===== config.mk =====
export PLATFORM = sky130hd
export DESIGN_NAME = comparador_serie_ctrl
export DESIGN_NICKNAME = d
export VERILOG_FILES = /design/src/rtl/comparador_serie_ctrl.sv
export SDC_FILE = /design/constraint.sdc
export NUM_CORES = 1
export LEC_CHECK = 0
export CORE_MARGIN = 2
export CORE_UTILIZATION = 50
export CTS_BUF_LIST = sky130_fd_sc_hd__clkbuf_8
export DETAILED_ROUTE_END_ITERATION = 10
export MAX_ROUTING_LAYER = met4
export PLACE_DENSITY = 0.89
export SETUP_SLACK_MARGIN = 0.05
export SLEW_MARGIN = 20
export SYNTH_ARGS = -nofsm -noshare
export SYNTH_HDL_FRONTEND = slang
export SYNTH_SLANG_ARGS = --single-unit

===== constraint.sdc =====
create_clock -name clk -period 2.15 [get_ports clk]
set_input_delay 0.43 -clock clk [delete_from_list [all_inputs] [get_ports clk]]
set_output_delay 0.43 -clock clk [all_outputs]
set_load 0.05 [all_outputs]

===== src/rtl/comparador_serie_ctrl.sv =====
// ============================================================================
// Module   : comparador_serie_ctrl
// Purpose  : Bit-serial (MSB first) equality comparator sequencer with
//            start/done handshake. Define COMPARADOR_FIN_TEMPRANO_EN to end
//            the walk as soon as a mismatching bit is found.
// Revision : 1.0 - initial release
// ============================================================================
`default_nettype none

module comparador_serie_ctrl #(
    parameter int WIDTH = 4,
    parameter int IDXW  = 4
) (
    input  logic            clk,
    input  logic            rst_n,
    input  logic            start,
    input  logic [WIDTH-1:0] a,
    input  logic [WIDTH-1:0] b,
    input  logic            cancelar,
    output logic            listo,
    output logic            ocupado,
    output logic [IDXW-1:0] bit_idx,
    output logic            done,
    output logic            igual
);

`ifdef COMPARADOR_FIN_TEMPRANO_EN
    localparam bit C_FIN_TEMPRANO = 1'b1;
`else
    localparam bit C_FIN_TEMPRANO = 1'b0;
`endif

    typedef enum logic [1:0] {
        IDLE    = 2'd0,
        COMPARA = 2'd1,
        FIN     = 2'd2
    } state_t;

    state_t           state_q,   state_d;
    logic [WIDTH-1:0] a_q,       a_d;
    logic [WIDTH-1:0] b_q,       b_d;
    logic             hab_q,     hab_d;
    logic             listo_q,   listo_d;
    logic             ocupado_q, ocupado_d;
    logic [IDXW-1:0]  bit_idx_q, bit_idx_d;
    logic             done_q,    done_d;
    logic             igual_q,   igual_d;
    logic             w_bit_eq;

    // Mux out the current bit with a compare loop so the index width need
    // not match log2(WIDTH).
    always_comb begin
        w_bit_eq = 1'b1;
        for (int i = 0; i < WIDTH; i++) begin
            if (bit_idx_q == IDXW'(i)) begin
                w_bit_eq = a_q[i] ~^ b_q[i];
            end
        end
    end

    always_comb begin
        state_d   = state_q;
        a_d       = a_q;
        b_d       = b_q;
        hab_d     = hab_q;
        listo_d   = listo_q;
        ocupado_d = ocupado_q;
        bit_idx_d = bit_idx_q;
        done_d    = 1'b0;
        igual_d   = igual_q;

        case (state_q)
            IDLE: begin
                listo_d = 1'b1;
                if (start) begin
                    a_d       = a;
                    b_d       = b;
                    hab_d     = 1'b1;
                    bit_idx_d = IDXW'(WIDTH - 1);
                    igual_d   = 1'b0;
                    listo_d   = 1'b0;
                    ocupado_d = 1'b1;
                    state_d   = COMPARA;
                end
            end
            COMPARA: begin
                if (cancelar) begin
                    listo_d   = 1'b1;
                    ocupado_d = 1'b0;
                    bit_idx_d = '0;
                    state_d   = IDLE;
                end else begin
                    hab_d = hab_q & w_bit_eq;
                    if (bit_idx_q == '0 || (C_FIN_TEMPRANO && !hab_d)) begin
                        done_d    = 1'b1;
                        igual_d   = hab_d;
                        ocupado_d = 1'b0;
                        bit_idx_d = '0;
                        state_d   = FIN;
                    end else begin
                        bit_idx_d = bit_idx_q - 1'b1;
                    end
                end
            end
            FIN: begin
                listo_d = 1'b1;
                state_d = IDLE;
            end
            default: begin
                listo_d   = 1'b1;
                ocupado_d = 1'b0;
                bit_idx_d = '0;
                state_d   = IDLE;
            end
        endcase
    end

    always_ff @(posedge clk or negedge rst_n) begin
        if (!rst_n) begin
            state_q   <= IDLE;
            a_q       <= '0;
            b_q       <= '0;
            hab_q     <= 1'b1;
            listo_q   <= 1'b1;
            ocupado_q <= 1'b0;
            bit_idx_q <= '0;
            done_q    <= 1'b0;
            igual_q   <= 1'b0;
        end else begin
            state_q   <= state_d;
            a_q       <= a_d;
            b_q       <= b_d;
            hab_q     <= hab_d;
            listo_q   <= listo_d;
            ocupado_q <= ocupado_d;
            bit_idx_q <= bit_idx_d;
            done_q    <= done_d;
            igual_q   <= igual_d;
        end
    end

    assign listo   = listo_q;
    assign ocupado = ocupado_q;
    assign bit_idx = bit_idx_q;
    assign done    = done_q;
    assign igual   = igual_q;

endmodule

`default_nettype wire


==> out/results.ini, run 1 <==
[detailed_routing]
drtPass1Iterations=4
drtIter0Drc=20
ant_nets=0
via_per_inst=5.830
wire_per_inst_um=15.92
drt_wl_total_um=1687
num_vias=618
drc=0

[worst_setup_path]
critPathKind=reg2out
crit_buf_inv=1
crit_required_ns=1.72
critPathMaxFanout=2
end_kind=primary output
slowest_stage=clkdlybuf4s50_1
arrival_ns=1.59
start_kind=register
rr_endpoint=igual$_DFFE_PN0P_
cp_top_family=buffers and inverters
rrSetupSlack_ns=0.45
path_cells=clkdlybuf4s50_1
timing.rr.start=state_q[0]$_DFFE_PN0P_
slowest_delay_ns=0.80
reg2reg_depth=3

[worst_hold_path]
holdCritStartpoint=ocupado$_DFFE_PN0P_
hold_path_class=reg2reg
hold_path_end=ocupado$_DFFE_PN0P_
hold-path-cell-count=1

[logic_synthesis]
synth_top_area_share=0.5022
synth.distinct_cells=26
synth_area_leader_cell=dfrtp_1
synth_compound_area_frac=0.09897
netlist_area_um2=847.1
netlist_instances=69
yosysSeqAreaShare=0.5643
syn_nets=81
yosys-top-cells-area=dfrtp_1, mux2_1, dfstp_2
ys_seq_elements=19
synth-adder-area-share=0
synth.area.mux_share=0.1329
synth_xor_xnor_area_share=0.04136
synth_top_family_by_area=multiplexers
synthSimpleGateAreaFrac=0.1285
syn_avg_cell_area_um2=12.28
synth_warnings=0

[floorplan]
die_h_um=45.16
start_util=0.5495
rows=14
floorplan.die.width_um=45.16
die-area_um2=2039
pin_count=20
coreArea_um2=1541

[cts]
htree_levels=1
root_buffer=clkbuf_8
ctsResizeCount=0
holdBufCountCts=0
cts_tree=built
clkSlewWorstSetupHoldPaths_ns=0.07
cts.sinks=19
cts_setup_buffers=0
cts_buffers=3
clock_latency_ns=0.25
cts_buffer_depth=2

[cells_and_area]
antenna_cells=0
n_fill_cell=112
multiInputGateArea_um2=340.3
finish.utilization=0.7086
finalNonFillerCells=106
final_area_um2=1092
fin_nets=103
drive_above_1_share=0.1111
syn2layout_area_growth_pct=28.95
regArea_um2=478.0

[timing]
finalSetupTns_ns=0
hold_viol=0
clock_skew_ns=0.002856
finalCritPeriodShare=0.9413
fmax_ghz=0.4941
max_slew.worst_pin.slew_ns=0.5261
relSlewSlack=0.6482
fin_crit_ns=2.024
final-max-slew-violation-count=0
rsz0062_at_grt=no
setup_viol=0

[job]
max_cap_violations=0

[placement]
dp_hpwl_um=1196
io_buffers=19
dp_cells=102
placed_area_um2=1047
place_congestion=0.7759

[status]
status=complete, no violations

[pwr]
p_per_area_nw_per_um2=1481
p_leak_nw=0.4739
peakVddDrop_uv=802.4

[global_routing]
globalRouteOverflowTotal=0
grt_pass1_vias=628
grt_max_degree=20
grt_pass1_wl_um=2904
antenna_found_initial=0
track_usage=0.2140

routing by layer:
layer | wire length, µm | global-route usage
met5 | 0 | -
met4 | 69 | 0.1588
met2 | 890 | 0.3400
met1 | 659 | 0.2474
met3 | 68 | 0.02400
cell usage in the layout, fill, tap and decap left out, types with 3 or more instances in the layout:
master / n
mux2_1: 6
dfrtp_1: 17
nor2_1: 6
xor2_1: 4
clkdlybuf4s50_1: 19
clkbuf_8: 3
inv_1: 4
o22ai_1: 4
Yosys cell counts:
master	number
xor2_1	4
o21ai_0	2
mux2_1	6
mux2_2	2
or3b_1	2
nor4_1	1
buf_4	1
a21o_1	1
a22oi_1	2
nor3_1	2
o211ai_1	1
o22ai_1	4
or3_1	2
a221o_1	1
nand2_1	1
dfstp_2	2
nand2b_1	1
mux4_2	1
and2_1	1
dfrtp_1	17
nor2b_1	2
o2bb2ai_1	1
or4_4	1
inv_1	3
nor2_1	6
buf_2	2
flip-flops by register name (all words and copies together) (netlist names):
name     cells
bit_idx      4
hab_q        1
igual        1
listo        1
state_q      2
a_q          4
b_q          4
done         1
ocupado      1
how the worst max path moves through the flow:
stage | slack (ns) | endpoint | startpoint | cells after the start
final | 0.13 | listo | listo$_DFFE_PN1P_ | 1
after global routing | 0.09 | bit_idx[1] | bit_idx[1]$_DFFE_PN0P_ | 1
after CTS | 0.13 | listo | listo$_DFFE_PN1P_ | 1
after detailed placement | 0.15 | a_q[1]$_DFFE_PN0P_ | start | 3
after global placement | 0.20 | a_q[1]$_DFFE_PN0P_ | start | 3
after floorplan | 0.42 | igual$_DFFE_PN0P_ | bit_idx[3]$_DFFE_PN0P_ | 3
logic make-up after synthesis:
group / count (synthesis)
flops: 19
simple gates: 19
compound gates: 12
mux: 9
buf+inv: 6
xor+xnor: 4
per-stage QoR:
step / hold WS, ns / setup slack (ns) / power [W]
floorplan: 0.1344 / 0.4198 / 0.001166
global placement: 0.4648 / 0.2010 / 0.001344
detailed placement: 0.4729 / 0.1525 / 0.001379
CTS: 0.4879 / 0.1261 / 0.001623
global route: 0.5246 / 0.09157 / 0.001712
finish: 0.4861 / 0.1262 / 0.001618
cell type report:
cell class,count,share of cell area
multi-input combinational,44,0.3116
tap,16,0.01833
inverter,3,0.01031
sequential,19,0.4376
timing repair buffer,20,0.1810
clock inverter,1,0.003436
clock buffer,3,0.03780
power by group:
group | switching (W) | leakage (nW) | internal [W]
logic | 0.000410 | 0.216 | 0.000322
registers | 0.000137 | 0.231 | 0.000514
clock network | 0.000108 | 0.0269 | 0.000127
No activity file was read; power rests on OpenSTA's default activity.
==> run 2: changes to the inputs <==
- CAP_MARGIN: default -> 20
- SLEW_MARGIN: 20 -> default
==> results of run 2 <==
The final DEF is identical to that of run 1; final timing and power are the same.
